$ cat src/rtl/sram_port_arbiter_pkg.sv
// sram_port_arbiter_pkg: grant states, owner tags and round-robin codes shared by the arbiter
package sram_port_arbiter_pkg;
    typedef enum logic [1:0] {
        ST_IDLE = 2'd0,
        ST_LD   = 2'd1,
        ST_SPI  = 2'd2,
        ST_CPU  = 2'd3
    } st_t;
    localparam int N_OWN   = 3;
    localparam int OWN_LD  = 0;
    localparam int OWN_SPI = 1;
    localparam int OWN_CPU = 2;
    localparam logic RR_SPI = 1'b0;
    localparam logic RR_CPU = 1'b1;
endpackage

$ cat src/rtl/sram_arb_pick.sv
// sram_arb_pick: loader-first selector with SPI/CPU round-robin, used only from IDLE
module sram_arb_pick
    import sram_port_arbiter_pkg::*;
(
    input  logic i_ld,
    input  logic i_spi,
    input  logic i_cpu,
    input  logic i_rr,
    output st_t  o_win
);
    assign o_win = i_ld                             ? ST_LD  :
                   (i_spi && (!i_cpu || i_rr == RR_SPI)) ? ST_SPI :
                   i_cpu                            ? ST_CPU : ST_IDLE;
endmodule

$ cat src/rtl/sram_port_arbiter.sv
// sram_port_arbiter: registered grant FSM muxing loader, SPI and CPU onto one SRAM port
// with a turnaround IDLE cycle between owners, an SPI/CPU burst limit and tagged read-valid.
module sram_port_arbiter
    import sram_port_arbiter_pkg::*;
#(
    parameter int ADDR_WIDTH = 9,
    parameter int DATA_WIDTH = 8,
    parameter int MAX_BURST  = 16,
    parameter int CNT_WIDTH  = 5
) (
    input  logic                  CLK,
    input  logic                  RST_N,
    input  logic                  ld_req,
    input  logic                  spi_req,
    input  logic                  cpu_req,
    input  logic                  ld_cen,
    input  logic                  spi_cen,
    input  logic                  cpu_cen,
    input  logic                  ld_wen,
    input  logic                  spi_wen,
    input  logic                  cpu_wen,
    input  logic [ADDR_WIDTH-1:0] ld_addr,
    input  logic [ADDR_WIDTH-1:0] spi_addr,
    input  logic [ADDR_WIDTH-1:0] cpu_addr,
    input  logic [DATA_WIDTH-1:0] ld_din,
    input  logic [DATA_WIDTH-1:0] spi_din,
    input  logic [DATA_WIDTH-1:0] cpu_din,
    output logic                  ld_gnt,
    output logic                  spi_gnt,
    output logic                  cpu_gnt,
    output logic                  ld_rvld,
    output logic                  spi_rvld,
    output logic                  cpu_rvld,
    output logic [DATA_WIDTH-1:0] rd_data,
    output logic                  cpu_stall,
    output logic                  CEN_after_mux,
    output logic                  WEN_after_mux,
    output logic [ADDR_WIDTH-1:0] A_after_mux,
    output logic [DATA_WIDTH-1:0] D_after_mux,
    input  logic [DATA_WIDTH-1:0] Q_from_SRAM
);
    st_t                  r_state;
    st_t                  w_next;
    st_t                  w_pick;
    logic [CNT_WIDTH-1:0] r_cnt;
    logic                 r_rr;
    logic [N_OWN-1:0]     r_rvld;
    logic [N_OWN-1:0]     w_own;
    logic                 w_cnt_max;
    logic                 w_rd;

    sram_arb_pick u_pick (
        .i_ld  (ld_req),
        .i_spi (spi_req),
        .i_cpu (cpu_req),
        .i_rr  (r_rr),
        .o_win (w_pick)
    );

    assign w_cnt_max = r_cnt == CNT_WIDTH'(MAX_BURST - 1);

    // Owners only ever return to IDLE, so every hand-over costs one deselected cycle.
    always_comb begin
        w_next = r_state;
        case (r_state)
            ST_IDLE: w_next = w_pick;
            ST_LD:   w_next = ld_req ? ST_LD : ST_IDLE;
            ST_SPI:  w_next = (!spi_req || (w_cnt_max && (ld_req || cpu_req))) ? ST_IDLE : ST_SPI;
            ST_CPU:  w_next = (!cpu_req || (w_cnt_max && (ld_req || spi_req))) ? ST_IDLE : ST_CPU;
            default: w_next = ST_IDLE;
        endcase
    end

    always_comb begin
        CEN_after_mux = 1'b1;
        WEN_after_mux = 1'b1;
        A_after_mux   = '0;
        D_after_mux   = '0;
        case (r_state)
            ST_LD: begin
                CEN_after_mux = ld_cen;
                WEN_after_mux = ld_wen;
                A_after_mux   = ld_addr;
                D_after_mux   = ld_din;
            end
            ST_SPI: begin
                CEN_after_mux = spi_cen;
                WEN_after_mux = spi_wen;
                A_after_mux   = spi_addr;
                D_after_mux   = spi_din;
            end
            ST_CPU: begin
                CEN_after_mux = cpu_cen;
                WEN_after_mux = cpu_wen;
                A_after_mux   = cpu_addr;
                D_after_mux   = cpu_din;
            end
            default: ;
        endcase
    end

    assign w_own[OWN_LD]  = r_state == ST_LD;
    assign w_own[OWN_SPI] = r_state == ST_SPI;
    assign w_own[OWN_CPU] = r_state == ST_CPU;
    assign w_rd           = !CEN_after_mux && WEN_after_mux;

    // The counter is cleared in IDLE, which every grant entry passes through; it saturates at the limit.
    always_ff @(posedge CLK or negedge RST_N) begin
        if (!RST_N) begin
            r_state <= ST_IDLE;
            r_cnt   <= '0;
            r_rr    <= RR_SPI;
            r_rvld  <= '0;
        end else begin
            r_state <= w_next;
            r_rvld  <= w_rd ? w_own : '0;
            if (r_state == ST_IDLE)
                r_cnt <= '0;
            else if (r_state != ST_LD && !w_cnt_max)
                r_cnt <= r_cnt + CNT_WIDTH'(1);
            if (r_state == ST_IDLE && w_next == ST_SPI)
                r_rr <= RR_CPU;
            else if (r_state == ST_IDLE && w_next == ST_CPU)
                r_rr <= RR_SPI;
        end
    end

    assign ld_gnt    = w_own[OWN_LD];
    assign spi_gnt   = w_own[OWN_SPI];
    assign cpu_gnt   = w_own[OWN_CPU];
    assign ld_rvld   = r_rvld[OWN_LD];
    assign spi_rvld  = r_rvld[OWN_SPI];
    assign cpu_rvld  = r_rvld[OWN_CPU];
    assign rd_data   = Q_from_SRAM;
    assign cpu_stall = cpu_req && !cpu_gnt;
endmodule

$ cat config.mk
export PLATFORM = sky130hd
export DESIGN_NAME = sram_port_arbiter
export DESIGN_NICKNAME = d
export VERILOG_FILES = /design/src/rtl/sram_port_arbiter_pkg.sv /design/src/rtl/sram_arb_pick.sv /design/src/rtl/sram_port_arbiter.sv
export SDC_FILE = /design/constraint.sdc
export NUM_CORES = 1
export LEC_CHECK = 0
export ABC_AREA = 1
export BUFFER_PORTS_ARGS = -buffer_cell sky130_fd_sc_hd__buf_2
export CAP_MARGIN = 20
export CELL_PAD_IN_SITES_DETAIL_PLACEMENT = 1
export CELL_PAD_IN_SITES_GLOBAL_PLACEMENT = 2
export CORE_MARGIN = 2
export CORE_UTILIZATION = 16
export DETAILED_ROUTE_END_ITERATION = 10
export PLACE_DENSITY = 0.86
export SYNTH_ARGS = -nofsm -noshare
export SYNTH_HDL_FRONTEND = slang
export SYNTH_HIERARCHICAL = 1
export SYNTH_SLANG_ARGS = --single-unit
$ cat constraint.sdc
create_clock -name CLK -period 2.3 [get_ports CLK]
set_clock_uncertainty 0.05 [all_clocks]
set_input_delay 0.23 -clock CLK [delete_from_list [all_inputs] [get_ports CLK]]
set_output_delay 0.23 -clock CLK [all_outputs]
set_load 0.1 [all_outputs]
## Yosys cells after proc, flatten, opt, wreduce, memory -nomap -nowiden

Cells that the tools add are included.

- Register bits after elaboration: 11
- Input port bits: 70
- Output and inout port bits: 34

- Add/sub/neg operators: 1
- Equal/unequal tests: 7
- Muxes and demuxes: 16
- Bitwise logic cells: 1
- Reduce and logical (&&, ||, !) cells: 21

Operators by type and width:

| operator | count |
|---|---|
| one-hot mux 9 bit (3 select lines) | 1 |
| one-hot mux 8 bit (3 select lines) | 1 |
| 2-to-1 mux 2 bit | 5 |
| 2-to-1 mux 5 bit | 2 |
| == test 2 bit, second input constant | 4 |
| logical AND 1 bit | 8 |
| one-hot mux 2 bit (4 select lines) | 1 |
| one-hot mux 1 bit (3 select lines) | 2 |
| adder 5 x 1 -> 5 bit, second input constant | 1 |
| == test 5 x 4 -> 1 bit, second input constant | 1 |
| logical NOT 1 bit | 5 |
| logical OR 1 bit | 5 |
| nonzero test 2 bit | 2 |
| 2-to-1 mux 1 bit | 3 |
| 2-to-1 mux 3 bit | 1 |
| == test 2 x 1 -> 1 bit, second input constant | 1 |
| logical NOT 2 bit | 1 |
| != test 2 x 1 -> 1 bit, second input constant | 1 |
| NOT 1 bit | 1 |

## Logic depth before layout (Yosys ltp)

- Word-level depth: 10
- Gate-level depth with buffers: 10
- Depth with buffers taken out: 10

## By module

Netlist, hierarchy kept.

By module, submodules not included:

| module | times used | cells each | area an instance (um^2) | seq. area each (um^2) |
|---|---|---|---|---|
| sram_port_arbiter | 1 | 160 | 992.2 | 275.3 |
| sram_arb_pick | 1 | 7 | 26.3 | 0.0 |

## Worst setup path after synthesis

OpenSTA, ideal clock, no wires.

- Kind: reg-to-output
- Start: register r_state[1]
- End: output port cpu_stall
- Data arrival time: 2.172 ns
- Path slack: -0.152 ns
- Cell stages (with the launch flop): 6
- Cells stage by stage: dfrtp_1 > nand2_2 > inv_2 > buf_6 > buf_6 > nor2_1

- Word-level cells in the longest chain between the ends: 3

RTL lines:

| element | line | text |
|---|---|---|
| start: declaration | sram_port_arbiter.sv:42 | `st_t r_state;` |
| start signal: assignment | sram_port_arbiter.sv:115 | `r_state <= w_next;` |
| == test 2 bit | sram_port_arbiter.sv:104 | `assign w_own[OWN_CPU] = r_state == ST_CPU;` |
| via cpu_gnt | sram_port_arbiter.sv:30 | `output logic cpu_gnt,` |
| logical NOT 1 bit | sram_port_arbiter.sv:135 | `assign cpu_stall = cpu_req && !cpu_gnt;` |
| logical AND 1 bit | sram_port_arbiter.sv:135 |  |
| end: declaration | sram_port_arbiter.sv:35 | `output logic cpu_stall,` |

The timed path passes the listed nets, and every way through them passes these cells.

## Worst setup path after layout

- Start: register r_state[1]
- End: output port A_after_mux[0]

- Word-level cells in the longest chain between the ends: 2

RTL lines:

| element | line | text |
|---|---|---|
| == test 2 bit or == test 2 x 1 -> 1 bit (tied branches) | sram_port_arbiter.sv:79 | `case (r_state)` |
| one-hot mux 9 bit (3 select lines) (*) | sram_port_arbiter.sv:79 |  |
| end: declaration | sram_port_arbiter.sv:38 | `output logic [ADDR_WIDTH-1:0] A_after_mux,` |

Every way passes the cells marked *; elsewhere a longest branch is shown, timed or not.

==> reports/metrics.cfg <==
[grt]
grt_pass1_wl_um = 6350
track_usage_pct = 11.0
grt_pass1_vias = 1422
busiest_layer = met2
grt-ovfl-total = 0
grt_max_degree = 22
grt_util_met3_pct = 1.88
gr-usage-met2_pct = 20.2
grt_use_met1_pct = 12.2
antenna_found_initial = 0

[synthesis]
synth_top_area_cell = nand2_1
synth_xor_area_share_pct = 0
syn_inst = 167
ys_top_cells_by_area = nand2_1 (27%), dfrtp_1 (27%), nand3_1 (10%)
ys_types = 18
synthesis.area_mm2 = 0.00102
synth-compound-area-share_pct = 4.55
synth-simple-area-share_pct = 48.2
synthFlopType = dfrtp_1
synth_top_family_by_area = simple AND/OR/NAND/NOR gates
synth_top_area_share_pct = 27.3
ys_seq_area_share_pct = 27.0
yosys_warnings = 6
ys_async_sr_fraction_pct = 100
syn_nets = 239
synthAdderAreaFrac_pct = 2.46
synth.area.mux_share_pct = 0
ys_seq_elements = 11
synth_edf_count = 0
avgSynthCellArea_um2 = 6.10

[hold_path]
min_from = spi_req
hold_path.class = in2reg
min_to = r_state[1]$_DFF_PN0_
hold_depth = 3

[sta]
post-route-period-util_pct = 92.6
setup-violations-final = 0
min_period_ns = 2.13
slew_viol_final = 0
rsz0062_at_grt = no
finalSetupTns_ns = 0
worst_hold_slack_ns = 0.235
relSlewSlack_pct = 66.9
tightest_slew_ns = 0.500
fmax_mhz = 470
finalHoldViolCount = 0

[clock_network]
clock_sinks = 11
cts_setup_buffers = 0
cts_buffer_depth = 2
clk-insertion-delay-late_ns = 0.24
cts_made_buffers = 3
clkSlewWorstSetupHoldPaths_ns = 0.06
root_buffer = clkbuf_8
cts_tree = built
ctsResizeCount = 0
holdBufCountCts = 1
htree_levels = 1

[floorplanning]
die_y_um = 83.8
io_pins = 104
start_util_pct = 16.3
row_count = 29
dieArea_mm2 = 0.00702
die_width_um = 83.8
core-area_mm2 = 0.00624

[setup_path]
cp_max_fo = 13
path_cells = inv_2 -> nor2_4 -> buf_12 -> nand2_1 -> nand3_1 -> buf_2
worstSetupEndpointType = output port
r2r_end = r_cnt[0]$_DFFE_PN0P_
reg2reg_depth = 10
crit_type = reg2out
path_buf_inv = 3
slowest_delay_ns = 0.48
crit_required_ns = 2.02
startpoint_type = register
critPathSlowestCell = dfrtp_1
arrival_ns = 1.85
crit_family = buffers and inverters
rrSetupSlack_ns = 0.62
r2r-start = r_cnt[0]$_DFFE_PN0P_

[finish]
nFillCells = 820
multi_input_area_um2 = 564
area_growth_pct = 49.9
layout-drive-gt1-share_pct = 40.9
nNetsFinal = 320
fin_cells = 324
diodes = 0
regArea_um2 = 275
layout_commonest_cell = buf_2
final_cell_mix = buf_2 (86), nand2_1 (74), nand3_1 (21)

[detailed_routing]
ant_nets = 0
wirelength_um = 3760
first_pass_iters = 3
drtIter0Drc = 28
wl_per_cell_um = 11.6
vias_per_cell = 4.02
drcViolationCount = 0
dr_total_vias = 1303

[place]
dp_hpwl_um = 3180
gp_congestion = 0.666
port_buffers = 87
dp.cells = 319

[run_status]
status = finished clean

[flow_run]
cap_viol_max_count = 0

Yosys cell counts, types with 2 or more instances:
library cell,number
inv_2,2
nor2_1,13
inv_1,14
ha_1,2
o21ai_0,5
buf_4,8
dfrtp_1,11
nor2_4,2
nand3_1,21
buf_6,5
nand2_1,74
nand2_2,2
a21oi_1,3
kinds of logic after synthesis:
kind of cell / after synthesis
AO/OA/AOI/OAI: 9
buffers and inverters: 30
AND/OR/NAND/NOR: 115
flip-flops: 11
adder cells (fa/ha/maj): 2
metrics by stage:
step                setup slack, ns  cell area (um^2)  util (%)
floorplan                     0.245              1020         -
global placement              0.417              1470      23.6
detailed placement            0.396              1470      23.6
CTS                           0.123              1530      24.5
global route                0.00182              1530      24.5
finish                        0.171              1530      24.5
worst max path at each step:
stage,start,endpoint,slack [ns],cells after the start
global placement,r_state[1]$_DFF_PN0_,WEN_after_mux,0.42,6
finish,r_state[1]$_DFF_PN0_,A_after_mux[0],0.17,6
floorplan,r_state[1]$_DFF_PN0_,A_after_mux[2],0.24,5
CTS,r_state[1]$_DFF_PN0_,A_after_mux[0],0.12,6
detailed placement,r_state[1]$_DFF_PN0_,A_after_mux[0],0.40,6
global route,r_state[1]$_DFF_PN0_,WEN_after_mux,0.002,5
final cells by class:
| type | instances | share of cell area, % |
|---|---|---|
| multi-input combinational | 126 | 37.0 |
| timing repair buffer | 89 | 31.5 |
| sequential | 11 | 18.0 |
| tap | 77 | 6.31 |
| inverter | 17 | 4.26 |
| clock buffer | 4 | 2.95 |
sequential cells by signal, indices dropped and copies added, names as in the netlist:
| signal | flops |
|---|---|
| r_cnt | 5 |
| r_rr | 1 |
| r_rvld | 3 |
| r_state | 2 |
per-layer routing:
metal / vias to the layer above / share of wire [%]
met5: - / 0
met4: 0 / 2.2
met3: 8 / 6.2
met2: 44 / 54
met1: 583 / 38
li1: 668 / -
tightest hold or removal path: stages:
cell	delay (ns)
buf_2	0.11
nand3_1	0.07
nand3b_1	0.08
Power is not shown: default switching activity piles up to over one toggle a cycle in this logic, so the estimate is an artifact.
